$ cat src/rtl/debug_unit_pkg.sv
// Shared types and constants for the debug unit (send/receive framing).
package debug_unit_pkg;

    localparam int NB_STATE_PKG = 3;

    typedef enum logic [NB_STATE_PKG-1:0] {
        ST_IDLE   = 3'd0,
        ST_HEADER = 3'd1,
        ST_PC     = 3'd2,
        ST_REGS   = 3'd3,
        ST_MEM    = 3'd4,
        ST_CYCLES = 3'd5,
        ST_DONE   = 3'd6
    } state_e;

    typedef enum logic [1:0] {
        SER_IDLE = 2'd0,
        SER_SEND = 2'd1,
        SER_WAIT = 2'd2
    } ser_state_e;

    localparam logic [7:0]  TX_HEADER        = 8'hAA;
    localparam logic [7:0]  RX_HEADER        = 8'h55;
    localparam logic [31:0] HALT_INSTRUCTION = 32'hFFFF_FFFF;

    // Header byte, PC word, register file, data memory, cycle counter.
    function automatic int FRAME_BYTES(input int n_regs, input int n_mem);
        return 1 + 4 + 4 * n_regs + 4 * n_mem + 4;
    endfunction

endpackage

$ cat src/rtl/debug_unit_send_if.sv
// UART transmit handshake plus the datapath debug read ports seen by the send unit.
interface debug_unit_send_if #(
    parameter int N_BITS      = 8,
    parameter int N_BITS_DATA = 32,
    parameter int N_BITS_REG  = 5,
    parameter int N_BITS_MEM  = 5
);
    logic [N_BITS-1:0]      tx_data;
    logic                   tx_start;
    logic                   tx_done;
    logic [N_BITS_REG-1:0]  reg_addr;
    logic [N_BITS_DATA-1:0] reg_data;
    logic [N_BITS_MEM-1:0]  mem_addr;
    logic [N_BITS_DATA-1:0] mem_data;

    modport master (
        output tx_data, tx_start, reg_addr, mem_addr,
        input  tx_done, reg_data, mem_data
    );

    modport slave (
        input  tx_data, tx_start, reg_addr, mem_addr,
        output tx_done, reg_data, mem_data
    );
endinterface

$ cat src/rtl/debug_unit_word_serializer.sv
// Sends one word MSB byte first over a start/done byte handshake (or only its top byte).
module debug_unit_word_serializer
    import debug_unit_pkg::*;
#(
    parameter int N_BITS      = 8,
    parameter int N_BITS_DATA = 32
) (
    input  logic                   i_clock,
    input  logic                   i_reset,
    input  logic                   i_load,
    input  logic                   i_one_byte,
    input  logic [N_BITS_DATA-1:0] i_word,
    input  logic                   i_tx_done,
    output logic [N_BITS-1:0]      o_tx_data,
    output logic                   o_tx_start,
    output logic                   o_idle,
    output logic                   o_word_done
);
    localparam int BYTES       = N_BITS_DATA / N_BITS;
    localparam int N_BITS_BCNT = (BYTES > 1) ? $clog2(BYTES) : 1;

    ser_state_e             state_q, state_d;
    logic [N_BITS_DATA-1:0] shift_q, shift_d;
    logic [N_BITS_BCNT-1:0] byte_cnt_q, byte_cnt_d;
    logic [N_BITS_BCNT-1:0] last_q, last_d;

    always_ff @(posedge i_clock) begin
        if (i_reset) begin
            state_q    <= SER_IDLE;
            shift_q    <= '0;
            byte_cnt_q <= '0;
            last_q     <= '0;
        end else begin
            state_q    <= state_d;
            shift_q    <= shift_d;
            byte_cnt_q <= byte_cnt_d;
            last_q     <= last_d;
        end
    end

    always_comb begin
        state_d     = state_q;
        shift_d     = shift_q;
        byte_cnt_d  = byte_cnt_q;
        last_d      = last_q;
        o_tx_start  = 1'b0;
        o_idle      = 1'b0;
        o_word_done = 1'b0;
        o_tx_data   = shift_q[N_BITS_DATA-1 -: N_BITS];
        case (state_q)
            SER_IDLE: begin
                o_idle = 1'b1;
                if (i_load) begin
                    shift_d    = i_word;
                    byte_cnt_d = '0;
                    last_d     = i_one_byte ? '0 : N_BITS_BCNT'(BYTES - 1);
                    state_d    = SER_SEND;
                end
            end
            SER_SEND: begin
                o_tx_start = 1'b1;
                state_d    = SER_WAIT;
            end
            SER_WAIT: begin
                // Done pulses are only honoured here, so a stray one elsewhere cannot skip a byte.
                if (i_tx_done) begin
                    shift_d = shift_q << N_BITS;
                    if (byte_cnt_q == last_q) begin
                        o_word_done = 1'b1;
                        byte_cnt_d  = '0;
                        state_d     = SER_IDLE;
                    end else begin
                        byte_cnt_d = byte_cnt_q + 1'b1;
                        state_d    = SER_SEND;
                    end
                end
            end
            default: state_d = SER_IDLE;
        endcase
    end

endmodule

$ cat src/rtl/debug_unit_send.sv
// Debug unit transmit side: snapshots PC/regs/mem/cycles and streams them as one UART frame.
module debug_unit_send
    import debug_unit_pkg::*;
#(
    parameter int N_BITS      = 8,
    parameter int N_BITS_DATA = 32,
    parameter int N_BITS_REG  = 5,
    parameter int N_BITS_MEM  = 5,
    parameter int NB_STATE    = 3
) (
    input  logic                   i_clock,
    input  logic                   i_reset,
    input  logic                   i_send,
    input  logic [N_BITS_DATA-1:0] i_pc,
    input  logic [N_BITS_DATA-1:0] i_cycle_count,
    debug_unit_send_if.master      bus,
    output logic                   o_busy,
    output logic                   o_frame_done,
    output logic [NB_STATE-1:0]    o_state
);
    localparam int N_REGS     = 2 ** N_BITS_REG;
    localparam int N_MEM      = 2 ** N_BITS_MEM;
    localparam int N_BITS_CNT = (N_BITS_REG > N_BITS_MEM) ? N_BITS_REG : N_BITS_MEM;

    state_e                 state_q, state_d;
    logic [N_BITS_CNT-1:0]  word_cnt_q, word_cnt_d;
    logic                   ld_q, ld_d;
    logic [N_BITS_DATA-1:0] pc_q, pc_d;
    logic [N_BITS_DATA-1:0] cyc_q, cyc_d;

    logic                   ser_load;
    logic                   ser_one_byte;
    logic [N_BITS_DATA-1:0] ser_word;
    logic                   ser_idle;
    logic                   ser_word_done;

    debug_unit_word_serializer #(
        .N_BITS      (N_BITS),
        .N_BITS_DATA (N_BITS_DATA)
    ) u_ser (
        .i_clock     (i_clock),
        .i_reset     (i_reset),
        .i_load      (ser_load),
        .i_one_byte  (ser_one_byte),
        .i_word      (ser_word),
        .i_tx_done   (bus.tx_done),
        .o_tx_data   (bus.tx_data),
        .o_tx_start  (bus.tx_start),
        .o_idle      (ser_idle),
        .o_word_done (ser_word_done)
    );

    always_ff @(posedge i_clock) begin
        if (i_reset) begin
            state_q    <= ST_IDLE;
            word_cnt_q <= '0;
            ld_q       <= 1'b0;
            pc_q       <= '0;
            cyc_q      <= '0;
        end else begin
            state_q    <= state_d;
            word_cnt_q <= word_cnt_d;
            ld_q       <= ld_d;
            pc_q       <= pc_d;
            cyc_q      <= cyc_d;
        end
    end

    always_comb begin
        state_d       = state_q;
        word_cnt_d    = word_cnt_q;
        ld_d          = ld_q;
        pc_d          = pc_q;
        cyc_d         = cyc_q;
        ser_load      = 1'b0;
        ser_one_byte  = 1'b0;
        ser_word      = '0;
        o_busy        = 1'b1;
        o_frame_done  = 1'b0;
        bus.reg_addr  = '0;
        bus.mem_addr  = '0;
        case (state_q)
            ST_IDLE: begin
                o_busy = 1'b0;
                if (i_send) begin
                    pc_d    = i_pc;
                    cyc_d   = i_cycle_count;
                    state_d = ST_HEADER;
                end
            end
            ST_DONE: begin
                o_frame_done = 1'b1;
                state_d      = ST_IDLE;
            end
            default: begin
                // Address goes out one cycle, the read data is loaded the next.
                if (ld_q) begin
                    ser_load = 1'b1;
                    ld_d     = 1'b0;
                end else if (ser_idle) begin
                    ld_d = 1'b1;
                end
                case (state_q)
                    ST_HEADER: begin
                        ser_word     = {TX_HEADER, {(N_BITS_DATA-8){1'b0}}};
                        ser_one_byte = 1'b1;
                        if (ser_word_done) state_d = ST_PC;
                    end
                    ST_PC: begin
                        ser_word = pc_q;
                        if (ser_word_done) state_d = ST_REGS;
                    end
                    ST_REGS: begin
                        bus.reg_addr = word_cnt_q[N_BITS_REG-1:0];
                        ser_word     = bus.reg_data;
                        if (ser_word_done) begin
                            if (word_cnt_q == N_BITS_CNT'(N_REGS - 1)) begin
                                word_cnt_d = '0;
                                state_d    = ST_MEM;
                            end else begin
                                word_cnt_d = word_cnt_q + 1'b1;
                            end
                        end
                    end
                    ST_MEM: begin
                        bus.mem_addr = word_cnt_q[N_BITS_MEM-1:0];
                        ser_word     = bus.mem_data;
                        if (ser_word_done) begin
                            if (word_cnt_q == N_BITS_CNT'(N_MEM - 1)) begin
                                word_cnt_d = '0;
                                state_d    = ST_CYCLES;
                            end else begin
                                word_cnt_d = word_cnt_q + 1'b1;
                            end
                        end
                    end
                    ST_CYCLES: begin
                        ser_word = cyc_q;
                        if (ser_word_done) state_d = ST_DONE;
                    end
                    default: state_d = ST_IDLE;
                endcase
            end
        endcase
    end

    assign o_state = NB_STATE'(state_q);

endmodule

$ cat src/flat_wrapper.sv
// flat-port wrapper written by rule: the top's interface ports become plain ports
module debug_unit_send_flat import debug_unit_pkg::*;
#(
    parameter int N_BITS      = 8,
    parameter int N_BITS_DATA = 32,
    parameter int N_BITS_REG  = 5,
    parameter int N_BITS_MEM  = 5,
    parameter int NB_STATE    = 3
)
  (i_clock, i_reset, i_send, i_pc, i_cycle_count, o_busy, o_frame_done, o_state, bus_tx_data, bus_tx_start, bus_reg_addr, bus_mem_addr, bus_tx_done, bus_reg_data, bus_mem_data);
  debug_unit_send_if #(.N_BITS(N_BITS), .N_BITS_DATA(N_BITS_DATA), .N_BITS_REG(N_BITS_REG), .N_BITS_MEM(N_BITS_MEM)) bus_i ();
  input  logic i_clock;
  input  logic i_reset;
  input  logic i_send;
  input  logic [N_BITS_DATA-1:0] i_pc;
  input  logic [N_BITS_DATA-1:0] i_cycle_count;
  output logic o_busy;
  output logic o_frame_done;
  output logic [NB_STATE-1:0] o_state;
  output wire logic [$bits(bus_i.tx_data)-1:0] bus_tx_data;
  output wire logic [$bits(bus_i.tx_start)-1:0] bus_tx_start;
  output wire logic [$bits(bus_i.reg_addr)-1:0] bus_reg_addr;
  output wire logic [$bits(bus_i.mem_addr)-1:0] bus_mem_addr;
  input wire logic [$bits(bus_i.tx_done)-1:0] bus_tx_done;
  input wire logic [$bits(bus_i.reg_data)-1:0] bus_reg_data;
  input wire logic [$bits(bus_i.mem_data)-1:0] bus_mem_data;
  assign bus_tx_data = bus_i.tx_data;
  assign bus_tx_start = bus_i.tx_start;
  assign bus_reg_addr = bus_i.reg_addr;
  assign bus_mem_addr = bus_i.mem_addr;
  assign bus_i.tx_done = bus_tx_done;
  assign bus_i.reg_data = bus_reg_data;
  assign bus_i.mem_data = bus_mem_data;
  debug_unit_send #(.N_BITS(N_BITS), .N_BITS_DATA(N_BITS_DATA), .N_BITS_REG(N_BITS_REG), .N_BITS_MEM(N_BITS_MEM), .NB_STATE(NB_STATE)) u_core (.i_clock(i_clock), .i_reset(i_reset), .i_send(i_send), .i_pc(i_pc), .i_cycle_count(i_cycle_count), .bus(bus_i), .o_busy(o_busy), .o_frame_done(o_frame_done), .o_state(o_state));
endmodule
$ cat config.mk
export PLATFORM = sky130hd
export DESIGN_NAME = debug_unit_send_flat
export DESIGN_NICKNAME = d
export VERILOG_FILES = /design/src/rtl/debug_unit_pkg.sv /design/src/rtl/debug_unit_send_if.sv /design/src/rtl/debug_unit_word_serializer.sv /design/src/rtl/debug_unit_send.sv /design/src/flat_wrapper.sv
export SDC_FILE = /design/constraint.sdc
export NUM_CORES = 1
export LEC_CHECK = 0
export ABC_AREA = 1
export CORE_MARGIN = 4
export CORE_UTILIZATION = 49
export DETAILED_ROUTE_END_ITERATION = 10
export PLACE_DENSITY = 0.81
export RECOVER_POWER = 100
export SYNTH_ARGS = -nofsm -noshare
export SYNTH_HDL_FRONTEND = slang
export SYNTH_HIERARCHICAL = 1
export SYNTH_SLANG_ARGS = --single-unit
export TNS_END_PERCENT = 20
$ cat constraint.sdc
create_clock -name i_clock -period 2.1 [get_ports i_clock]
set_clock_uncertainty 0.1 [all_clocks]
set_input_delay 0.315 -clock i_clock [delete_from_list [all_inputs] [get_ports i_clock]]
set_output_delay 0.315 -clock i_clock [all_outputs]
set_load 0.02 [all_outputs]
==> impl_results.html, run 1 <==
<table>
<tr><th>Metric</th><th>Value</th></tr>
<tr><th colspan="2">Routing</th></tr>
<tr><td>Drt via density</td><td>5.19</td></tr>
<tr><td>Vias post-DR</td><td>5805</td></tr>
<tr><td>First drt pass iteration count</td><td>7</td></tr>
<tr><td>Detailed-route wire length per cell</td><td>between 10 and 15 um</td></tr>
<tr><td>Total Routed Length</td><td>around 16000 um</td></tr>
<tr><td>Number of routed nets with antenna violations</td><td>0</td></tr>
<tr><td>Number of violations reported at the end of detailed-routing iteration 0</td><td>between 400 and 500</td></tr>
<tr><td>Final routed DRC violation total</td><td>0</td></tr>
<tr><th colspan="2">Placed design</th></tr>
<tr><td>Weighted congestion reported at the end of routability-driven placement</td><td>0.892</td></tr>
<tr><td>Estimated wirelength of the detail-placed design</td><td>11500 um</td></tr>
<tr><td>IO Port Bufs</td><td>between 150 and 200</td></tr>
<tr><td>Placement-stage worst setup slack</td><td>0.135 ns</td></tr>
<tr><th colspan="2">Yosys</th></tr>
<tr><td>Proportion of netlist area held by the largest area contributor</td><td>between 30% and 40%</td></tr>
<tr><td>Synth top area cells</td><td>sky130_fd_sc_hd__dfxtp_1 (39%), sky130_fd_sc_hd__nand2_1 (14%), sky130_fd_sc_hd__inv_1 (7.2%)</td></tr>
<tr><td>Synth Net Count</td><td>979</td></tr>
<tr><td>Seq cells post-synth</td><td>110</td></tr>
<tr><td>Library cell occupying the most area in the post-synthesis netlist</td><td>sky130_fd_sc_hd__dfxtp_1</td></tr>
<tr><td>Warning count from the yosys run</td><td>6</td></tr>
<tr><td>Synthesized instance count</td><td>about 850</td></tr>
<tr><td>Number of distinct library cell variants in the gate-level netlist after synthesis</td><td>29</td></tr>
<tr><td>EDFF count, synth</td><td>0</td></tr>
<tr><td>Sequential-to-total area share from yosys stat</td><td>39.2%</td></tr>
<tr><td>Avg Cell Area, Syn</td><td>6.65 sq um</td></tr>
<tr><td>Predominant post-synthesis flop cell</td><td>sky130_fd_sc_hd__dfxtp_1</td></tr>
<tr><td>Mapped Area</td><td>5620 sq um</td></tr>
<tr><td>Proportion of register bits with asynchronous set or reset after synthesis</td><td>0%</td></tr>
<tr><th colspan="2">Die</th></tr>
<tr><td>Die Ht</td><td>between 100 and 150 um</td></tr>
<tr><td>Starting density of the core</td><td>50.9%</td></tr>
<tr><td>Cell row count</td><td>38</td></tr>
<tr><td>Core Footprint</td><td>between 10000 and 15000 sq um</td></tr>
<tr><td>Area enclosed by the die boundary</td><td>13200 sq um</td></tr>
<tr><td>Io pins</td><td>156</td></tr>
<tr><td>Die W</td><td>115 um</td></tr>
<tr><th colspan="2">STA</th></tr>
<tr><td>Period utilisation layout</td><td>between 90% and 100%</td></tr>
<tr><td>Tightest Pin Transition</td><td>0.664 ns</td></tr>
<tr><td>Max Clock Freq</td><td>~0.51 GHz</td></tr>
<tr><td>Final-report hold violation count</td><td>0</td></tr>
<tr><td>Accumulated negative setup slack</td><td>0 ns</td></tr>
<tr><td>Least setup slack across all paths after layout</td><td>~0.14 ns</td></tr>
<tr><td>Fin. max-slew vios</td><td>0</td></tr>
<tr><td>Worst slew slack as a fraction of its limit</td><td>55.7%</td></tr>
<tr><td>Final setup violating endpoints</td><td>0</td></tr>
<tr><td>Setup repair after global routing missed its margin</td><td>false</td></tr>
<tr><td>Tmin final</td><td>1.96 ns</td></tr>
<tr><th colspan="2">Setup path</th></tr>
<tr><td>Data required time of the worst path</td><td>~1.7 ns</td></tr>
<tr><td>WS Path Type</td><td>reg2out</td></tr>
<tr><td>Highest net fanout along the worst path</td><td>5</td></tr>
<tr><td>Launching element type of the critical path</td><td>flop</td></tr>
<tr><td>Origin of the critical flop-to-flop path</td><td>u_core/o_state[2]</td></tr>
<tr><td>Reg2reg end</td><td>u_core/u_ser/shift_q[14]</td></tr>
<tr><td>Endpoint type of the worst setup path</td><td>output port</td></tr>
<tr><td>Data arrival, critical path</td><td>between 1.5 and 2 ns</td></tr>
<tr><td>Worst-case register-to-register setup slack</td><td>~0.23 ns</td></tr>
<tr><td>Depth of the worst register-to-register path</td><td>10</td></tr>
<tr><th colspan="2">Global route</th></tr>
<tr><td>Via count of the first global-routing pass</td><td>5497</td></tr>
<tr><td>Total track usage</td><td>23.8%</td></tr>
<tr><td>Antenna violations before repair</td><td>0</td></tr>
<tr><td>First-pass GRT wire length</td><td>25400 um</td></tr>
<tr><td>Remaining global-route overflow</td><td>0</td></tr>
<tr><td>Largest net degree at the start of global routing</td><td>71</td></tr>
<tr><th colspan="2">Cells and area</th></tr>
<tr><td>Final-stage net count</td><td>1107</td></tr>
<tr><td>Core Util, Final</td><td>67.9%</td></tr>
<tr><td>Antenna fix cells</td><td>0</td></tr>
<tr><td>Most frequent standard cell in the layout excluding fill and tap cells</td><td>sky130_fd_sc_hd__nand2_1</td></tr>
<tr><td>Area growth, synth to finish</td><td>33.4%</td></tr>
<tr><td>Top library cells by usage in the layout, fill and taps aside</td><td>sky130_fd_sc_hd__nand2_1 (207), sky130_fd_sc_hd__clkdlybuf4s50_1 (131), sky130_fd_sc_hd__inv_1 (108)</td></tr>
<tr><td>Proportion of layout cells with a drive suffix above 1</td><td>6.13%</td></tr>
<tr><th colspan="2">Hold path</th></tr>
<tr><td>Hold EP</td><td>u_core/pc_q[11]</td></tr>
<tr><td>Class of the most critical hold timing path</td><td>reg2reg</td></tr>
<tr><td>Hold path depth</td><td>2</td></tr>
<tr><td>Worst hold start</td><td>u_core/pc_q[11]</td></tr>
<tr><th colspan="2">Clock tree</th></tr>
<tr><td>Total setup buffers inserted after CTS</td><td>0</td></tr>
<tr><td>Longest Clk Path Bufs</td><td>2</td></tr>
<tr><td>Depth of the CTS H-tree</td><td>3</td></tr>
<tr><td>CTS tree</td><td>done</td></tr>
<tr><td>Hold-fix buffers at CTS</td><td>0</td></tr>
<tr><td>Clock latency at the later pin of the worst-skew pair</td><td>0.34 ns</td></tr>
<tr><td>Num CTS Buffers</td><td>9</td></tr>
<tr><td>Post-CTS clock slew at the launch and capture registers of the worst setup and hold paths</td><td>0.07 ns</td></tr>
<tr><td>Buffer cell driving the clock tree root</td><td>sky130_fd_sc_hd__clkbuf_16</td></tr>
<tr><td>Number of clock sinks</td><td>110</td></tr>
<tr><th colspan="2">Power</th></tr>
<tr><td>Power density over the cells</td><td>1190 nW/um^2</td></tr>
<tr><td>Worst supply voltage drop on vdd</td><td>roughly 0.7 mV</td></tr>
<tr><td>Leakage power figure</td><td>0.00319 uW</td></tr>
<tr><th colspan="2">Job</th></tr>
<tr><td>Max-cap violations</td><td>0</td></tr>
<tr><th colspan="2">Status</th></tr>
<tr><td>Outcome</td><td>finished, final reports clean</td></tr>
</table>
[registers in the layout, indices dropped and copies added, names as in the netlist]
register,flops
u_core/ld_q,1
u_core/u_ser/state_q,2
u_core/u_ser/shift_q,32
u_core/word_cnt_q,5
u_core/pc_q,32
u_core/u_ser/byte_cnt_q,2
u_core/cyc_q,32
u_core/o_state,3
u_core/u_ser/last_q,1
[kinds of logic after synthesis]
logic type	count (synthesis)	share of synthesized area, %
flops	110	39.2
buf+inv	178	14.2
fa+ha+maj	2	0.446
compound gates	183	18.4
simple gates	372	27.8
[routing by layer]
metal  vias up  part of all wire [%]  track usage, %
met1      2565                    42            29.6
li1       2966                     -               -
met2       245                    48            41.5
met4         0                   2.3            8.45
met3        29                   7.3            4.11
met5         -                     0               0
[power by group]
group | internal, uW | switching, uW
combinational | 1550 | 2530
sequential | 2730 | 335
clock | 945 | 798
total | 5230 | 3660
[Yosys cell counts, types with 2 or more instances]
master	n
sky130_fd_sc_hd__a21oi_1	78
sky130_fd_sc_hd__buf_2	25
sky130_fd_sc_hd__buf_4	19
sky130_fd_sc_hd__buf_6	3
sky130_fd_sc_hd__clkbuf_1	11
sky130_fd_sc_hd__dfxtp_1	110
sky130_fd_sc_hd__ha_1	2
sky130_fd_sc_hd__inv_1	108
sky130_fd_sc_hd__inv_2	10
sky130_fd_sc_hd__nand2_1	205
sky130_fd_sc_hd__nand2_2	3
sky130_fd_sc_hd__nand3_1	72
sky130_fd_sc_hd__nand3_2	4
sky130_fd_sc_hd__nor2_1	79
sky130_fd_sc_hd__nor2_2	2
sky130_fd_sc_hd__nor3_1	2
sky130_fd_sc_hd__o2111ai_1	29
sky130_fd_sc_hd__o21ai_0	13
sky130_fd_sc_hd__o21ai_1	60
[how the worst max path moves through the flow]
| stage | start | end | slack, ns | cells past startpoint |
|---|---|---|---|---|
| after floorplan | u_core/o_state[1] | u_core/u_ser/byte_cnt_q[0] | 0.19 | 10 |
| after global placement | u_core/o_state[1] | bus_mem_addr[3] | 0.20 | 4 |
| after detailed placement | u_core/o_state[1] | bus_mem_addr[0] | 0.14 | 4 |
| after CTS | u_core/o_state[2] | o_busy | 0.03 | 3 |
| after global routing | u_core/o_state[2] | u_core/u_ser/shift_q[11] | 0.06 | 9 |
| final | u_core/u_ser/state_q[0] | bus_tx_start | 0.14 | 3 |
[critical path, cell delays in order, from the launching register on]
cell	delay (ns)
sky130_fd_sc_hd__dfxtp_1	0.43
sky130_fd_sc_hd__nand2_1	0.08
sky130_fd_sc_hd__inv_1	0.07
sky130_fd_sc_hd__clkdlybuf4s50_1	0.63
[per-stage QoR]
step / cells / total power (uW) / cell area (sq um) / hold slack, ns
final: 1118 / 8890 / 7490 / 0.345
after floorplan: 845 / 6100 / 5620 / 0.284
after CTS: 1118 / 9050 / 7530 / 0.347
after global routing: 1118 / 9610 / 7490 / 0.360
after global placement: 1102 / 7170 / 7230 / 0.332
after detailed placement: 1102 / 7240 / 7230 / 0.335
[layout make-up]
class,count,area [sq um]
tap,140,175
clock inverter,7,81.3
fill,962,3540
timing repair buffer,176,1730
clock buffer,9,225
multi-input combinational,557,2630
sequential,110,2210
inverter,119,449
[what timing repair did]
action | in CTS | in global routing
endpoints found under the setup margin | 12 | 2
hold endpoints to repair | 0 | 0
gates cloned | 0 | 0
gates resized for setup | 14 | 2
No activity file was read; power rests on OpenSTA's default activity.
==> inputs of run 2 (changes only) <==
--- a/config.mk
+++ b/config.mk
@@ -6,10 +6,10 @@
 export NUM_CORES = 1
 export LEC_CHECK = 0
 export ABC_AREA = 1
-export CORE_MARGIN = 4
-export CORE_UTILIZATION = 49
+export CORE_MARGIN = 8
+export CORE_UTILIZATION = 44
 export DETAILED_ROUTE_END_ITERATION = 10
-export PLACE_DENSITY = 0.81
+export PLACE_DENSITY = 0.77
 export RECOVER_POWER = 100
 export SYNTH_ARGS = -nofsm -noshare
 export SYNTH_HDL_FRONTEND = slang
==> constraint.sdc (replaced) <==
create_clock -name i_clock -period 1.6 [get_ports i_clock]
set_clock_uncertainty 0.1 [all_clocks]
set_input_delay 0.24 -clock i_clock [delete_from_list [all_inputs] [get_ports i_clock]]
set_output_delay 0.24 -clock i_clock [all_outputs]
set_load 0.02 [all_outputs]
==> impl_results.html, run 2 (synthesis gave the netlist of run 1 again) <==
<table>
<tr><th>Metric</th><th>Value</th></tr>
<tr><th colspan="2">Status</th></tr>
<tr><td>Outcome</td><td>finished, violations left</td></tr>
<tr><td>Failing checks</td><td>negative setup slack</td></tr>
<tr><th colspan="2">STA</th></tr>
<tr><td>Setup repair after global routing missed its margin</td><td>true</td></tr>
<tr><td>Final-report hold violation count</td><td>0 (unchanged)</td></tr>
<tr><td>Fin. max-slew vios</td><td>0 (unchanged)</td></tr>
<tr><td>Hold Slack</td><td>0.345 ns (+0.000203 ns)</td></tr>
<tr><td>Least setup slack across all paths after layout</td><td>-0.0236 ns (-0.166 ns)</td></tr>
<tr><td>Tightest Pin Transition</td><td>0.311 ns (-0.353 ns)</td></tr>
<tr><td>Worst slew slack as a fraction of its limit</td><td>79.2% (+23 points)</td></tr>
<tr><td>Tmin final</td><td>1.62 ns</td></tr>
<tr><td>Final setup violating endpoints</td><td>7 (+7)</td></tr>
<tr><td>Max Clock Freq</td><td>0.616 GHz</td></tr>
<tr><td>Accumulated negative setup slack</td><td>-0.0562 ns (-0.0562 ns)</td></tr>
<tr><td>Period utilisation layout</td><td>101%</td></tr>
<tr><th colspan="2">Cells and area</th></tr>
<tr><td>Antenna fix cells</td><td>0 (unchanged)</td></tr>
<tr><td>Top library cells by usage in the layout, fill and taps aside</td><td>sky130_fd_sc_hd__nand2_1 (195), sky130_fd_sc_hd__clkdlybuf4s50_1 (131), sky130_fd_sc_hd__inv_1 (103), sky130_fd_sc_hd__dfxtp_1 (103), sky130_fd_sc_hd__a21oi_1 (75)</td></tr>
<tr><td>Sequential cell area</td><td>2220 sq um (+0.79%)</td></tr>
<tr><td>Area growth, synth to finish</td><td>49.5%</td></tr>
<tr><td>Most frequent standard cell in the layout excluding fill and tap cells</td><td>sky130_fd_sc_hd__nand2_1</td></tr>
<tr><td>Count of fill cells added during filler insertion</td><td>1078 (+12%)</td></tr>
<tr><td>Design area</td><td>8390 sq um (+12%)</td></tr>
<tr><td>Multi-input gate area</td><td>2940 sq um (+12%)</td></tr>
<tr><td>Proportion of layout cells with a drive suffix above 1</td><td>18.0% (+12 points)</td></tr>
<tr><td>Final Non-Filler Cells</td><td>1196 (+7.0%)</td></tr>
<tr><td>Final-stage net count</td><td>1153 (+4.2%)</td></tr>
<tr><td>Regs by FF count</td><td>u_core/cyc_q x32, u_core/pc_q x32, u_core/u_ser/shift_q x32</td></tr>
<tr><th colspan="2">Setup path</th></tr>
<tr><td>Data required time of the worst path</td><td>1.75 ns (+0.07 ns)</td></tr>
<tr><td>Data arrival, critical path</td><td>1.77 ns (+0.23 ns)</td></tr>
<tr><td>Sequence of cells on the critical path</td><td>inv_2 -&gt; buf_6 -&gt; nand3_4 -&gt; inv_8 -&gt; buf_12 -&gt; nand2_1 -&gt; o2111ai_2 -&gt; nand2_1 -&gt; nand2_1 -&gt; nor2_2 -&gt; nor2_1</td></tr>
<tr><td>Standard cell with the maximum stage delay on the critical path</td><td>sky130_fd_sc_hd__dfxtp_4</td></tr>
<tr><td>Highest net fanout along the worst path</td><td>9 (+4)</td></tr>
<tr><td>Cell mode on critical path</td><td>sky130_fd_sc_hd__nand2_1</td></tr>
<tr><td>Worst-case register-to-register setup slack</td><td>-0.02 ns (-0.25 ns)</td></tr>
<tr><td>WS Path Type</td><td>reg2reg</td></tr>
<tr><td>Launching element type of the critical path</td><td>flop</td></tr>
<tr><td>Crit-path max cell delay</td><td>0.38 ns (-0.25 ns)</td></tr>
<tr><td>Endpoint type of the worst setup path</td><td>flop</td></tr>
<tr><td>Origin of the critical flop-to-flop path</td><td>u_core/o_state[2]</td></tr>
<tr><td>Reg2reg end</td><td>u_core/u_ser/shift_q[29]</td></tr>
<tr><td>Depth of the worst register-to-register path</td><td>11 (+1)</td></tr>
<tr><th colspan="2">Clock tree</th></tr>
<tr><td>CTS tree</td><td>done</td></tr>
<tr><td>Longest Clk Path Bufs</td><td>2 (unchanged)</td></tr>
<tr><td>Depth of the CTS H-tree</td><td>3 (unchanged)</td></tr>
<tr><td>Clock latency at the later pin of the worst-skew pair</td><td>0.35 ns (about the same)</td></tr>
<tr><td>Number of clock sinks</td><td>110 (unchanged)</td></tr>
<tr><td>Buffer cell driving the clock tree root</td><td>sky130_fd_sc_hd__clkbuf_16</td></tr>
<tr><td>Hold-fix buffers at CTS</td><td>0 (unchanged)</td></tr>
<tr><td>Post-CTS clock slew at the launch and capture registers of the worst setup and hold paths</td><td>0.07 ns (about the same)</td></tr>
<tr><td>Num CTS Buffers</td><td>9 (unchanged)</td></tr>
<tr><th colspan="2">Hold path</th></tr>
<tr><td>Hold EP</td><td>u_core/pc_q[0]</td></tr>
<tr><td>Hold path depth</td><td>2 (unchanged)</td></tr>
<tr><td>Worst hold start</td><td>u_core/pc_q[0]</td></tr>
<tr><td>Class of the most critical hold timing path</td><td>reg2reg</td></tr>
<tr><th colspan="2">Routing</th></tr>
<tr><td>Final routed DRC violation total</td><td>0 (unchanged)</td></tr>
<tr><td>Drt via density</td><td>5.07 (-2.4%)</td></tr>
<tr><td>Vias post-DR</td><td>6063 (+4.4%)</td></tr>
<tr><td>Total Routed Length</td><td>18400 um (+14%)</td></tr>
<tr><td>Number of routed nets with antenna violations</td><td>0 (unchanged)</td></tr>
<tr><td>Detailed-route wire length per cell</td><td>15.4 um (+6.6%)</td></tr>
<tr><td>Number of violations reported at the end of detailed-routing iteration 0</td><td>447 (+4.4%)</td></tr>
<tr><td>First drt pass iteration count</td><td>5 (-2)</td></tr>
<tr><th colspan="2">Power</th></tr>
<tr><td>Switching power of the nets</td><td>5580 uW (+53%)</td></tr>
<tr><td>Proportion of power drawn by the clock network</td><td>17.1% (-2.5 points)</td></tr>
<tr><td>Power density over the cells</td><td>1620 nW/um^2 (+37%)</td></tr>
<tr><td>Net switching share of the total power</td><td>41.1% (-0.11 points)</td></tr>
<tr><td>Leakage power figure</td><td>0.00357 uW (+12%)</td></tr>
<tr><td>Worst supply voltage drop on vdd</td><td>0.738 mV (+7.2%)</td></tr>
<tr><td>Power share of the combinational group</td><td>53.1% (+7.2 points)</td></tr>
<tr><td>Share of power burned in registers</td><td>29.7% (-4.8 points)</td></tr>
<tr><td>Internal power consumption</td><td>8010 uW (+53%)</td></tr>
<tr><th colspan="2">Job</th></tr>
<tr><td>Max-cap violations</td><td>0 (unchanged)</td></tr>
<tr><th colspan="2">Die</th></tr>
<tr><td>Die W</td><td>129 um (+12%)</td></tr>
<tr><td>Starting density of the core</td><td>44.9% (-6.0 points)</td></tr>
<tr><td>Area enclosed by the die boundary</td><td>16600 sq um (+26%)</td></tr>
<tr><td>Cell row count</td><td>41 (+7.9%)</td></tr>
<tr><td>Io pins</td><td>156 (unchanged)</td></tr>
<tr><td>Die Ht</td><td>129 um (+12%)</td></tr>
<tr><td>Core Footprint</td><td>12500 sq um (+13%)</td></tr>
<tr><th colspan="2">Placed design</th></tr>
<tr><td>Placement-stage worst setup slack</td><td>-0.167 ns (-0.302 ns)</td></tr>
<tr><td>Post-detailed-placement cell area</td><td>7590 sq um (+5.0%)</td></tr>
<tr><td>Number of placed instances, taps included</td><td>1165 (+5.7%)</td></tr>
<tr><td>Estimated wirelength of the detail-placed design</td><td>12600 um (+9.9%)</td></tr>
<tr><td>Weighted congestion reported at the end of routability-driven placement</td><td>0.825 (-7.5%)</td></tr>
<tr><td>IO Port Bufs</td><td>155 (unchanged)</td></tr>
<tr><th colspan="2">Global route</th></tr>
<tr><td>First-pass GRT wire length</td><td>27500 um (+8.3%)</td></tr>
<tr><td>Total track usage</td><td>20.6% (-3.2 points)</td></tr>
<tr><td>Remaining global-route overflow</td><td>0 (unchanged)</td></tr>
<tr><td>Largest net degree at the start of global routing</td><td>50 (-30%)</td></tr>
<tr><td>Via count of the first global-routing pass</td><td>5586 (+1.6%)</td></tr>
<tr><td>Antenna violations before repair</td><td>0 (unchanged)</td></tr>
</table>
[run 2: cell types whose count changed in the layout (fill, tap and decap cells not counted), sizes merged]
cell	previous run	this run
clkinv	4	3
clkbuf	13	16
clkdlybuf4s15	0	1
clkinvlp	0	1
dlygate4sd3	12	0
buf	19	74
nor2	82	83
inv	121	119
[run 2: cell type report]
| cell class | instances | area share, % |
|---|---|---|
| Sequential cell | 110 | 26.5 |
| Clock inverter | 5 | 0.671 |
| Clock buffer | 11 | 3.03 |
| Multi-Input combinational cell | 558 | 35.1 |
| Tap cell | 172 | 2.56 |
| Timing Repair Buffer | 221 | 26.6 |
| Inverter | 119 | 5.56 |
[run 2: worst max-delay path by stage]
stage / start / to / slack [ns] / cells after the start
global placement: bus_tx_done / u_core/word_cnt_q[3] / -0.14 / 8
floorplan: u_core/o_state[0] / u_core/u_ser/byte_cnt_q[0] / 0.01 / 10
global route: u_core/o_state[2] / u_core/u_ser/shift_q[25] / -0.13 / 10
finish: u_core/o_state[2] / u_core/u_ser/shift_q[29] / -0.02 / 11
CTS: u_core/o_state[1] / bus_mem_addr[2] / -0.11 / 4
detailed placement: bus_tx_done / u_core/word_cnt_q[3] / -0.17 / 9
[run 2: through the flow]
stage	total power [uW]	util, %
2_1_floorplan	8040	-
3_3_place_gp	10100	60.6
3_5_place_dp	10200	60.6
4_1_cts	12500	62.9
5_1_grt	14500	67.1
6_report	13600	67.1
[run 2: critical path: cells and delay by family, from the launching register on]
kind,cells,cell delay (ns)
simple gates,6,0.50
compound gates,1,0.13
flops,1,0.38
buf+inv,4,0.40
[run 2: repair_timing]
action                     CTS  global route
resized for setup           69            91
buffers inserted             0             9
hold endpoints to repair     0             0
setup endpoints to repair   60            65
pin swaps                    0            30
gates cloned                 0             6
[run 2: layer usage]
metal / vias to the layer above / part of all wire (%) / track usage [%]
met5: - / 0 / 0
met3: 26 / 6.2 / 4.05
met2: 206 / 48 / 34.6
met4: 0 / 2.4 / 8.29
met1: 2756 / 43 / 25.4
li1: 3075 / - / -
[run 2: power by group through the flow]
stage / Combinational [uW] / Sequential, uW / Clock (uW)
finish: 7220 / 4040 / 2330
global route: 7890 / 4140 / 2470
CTS: 6110 / 4010 / 2350
detailed placement: 6110 / 4060 / 0
global placement: 6030 / 4030 / 0
floorplan: 4000 / 4040 / 0
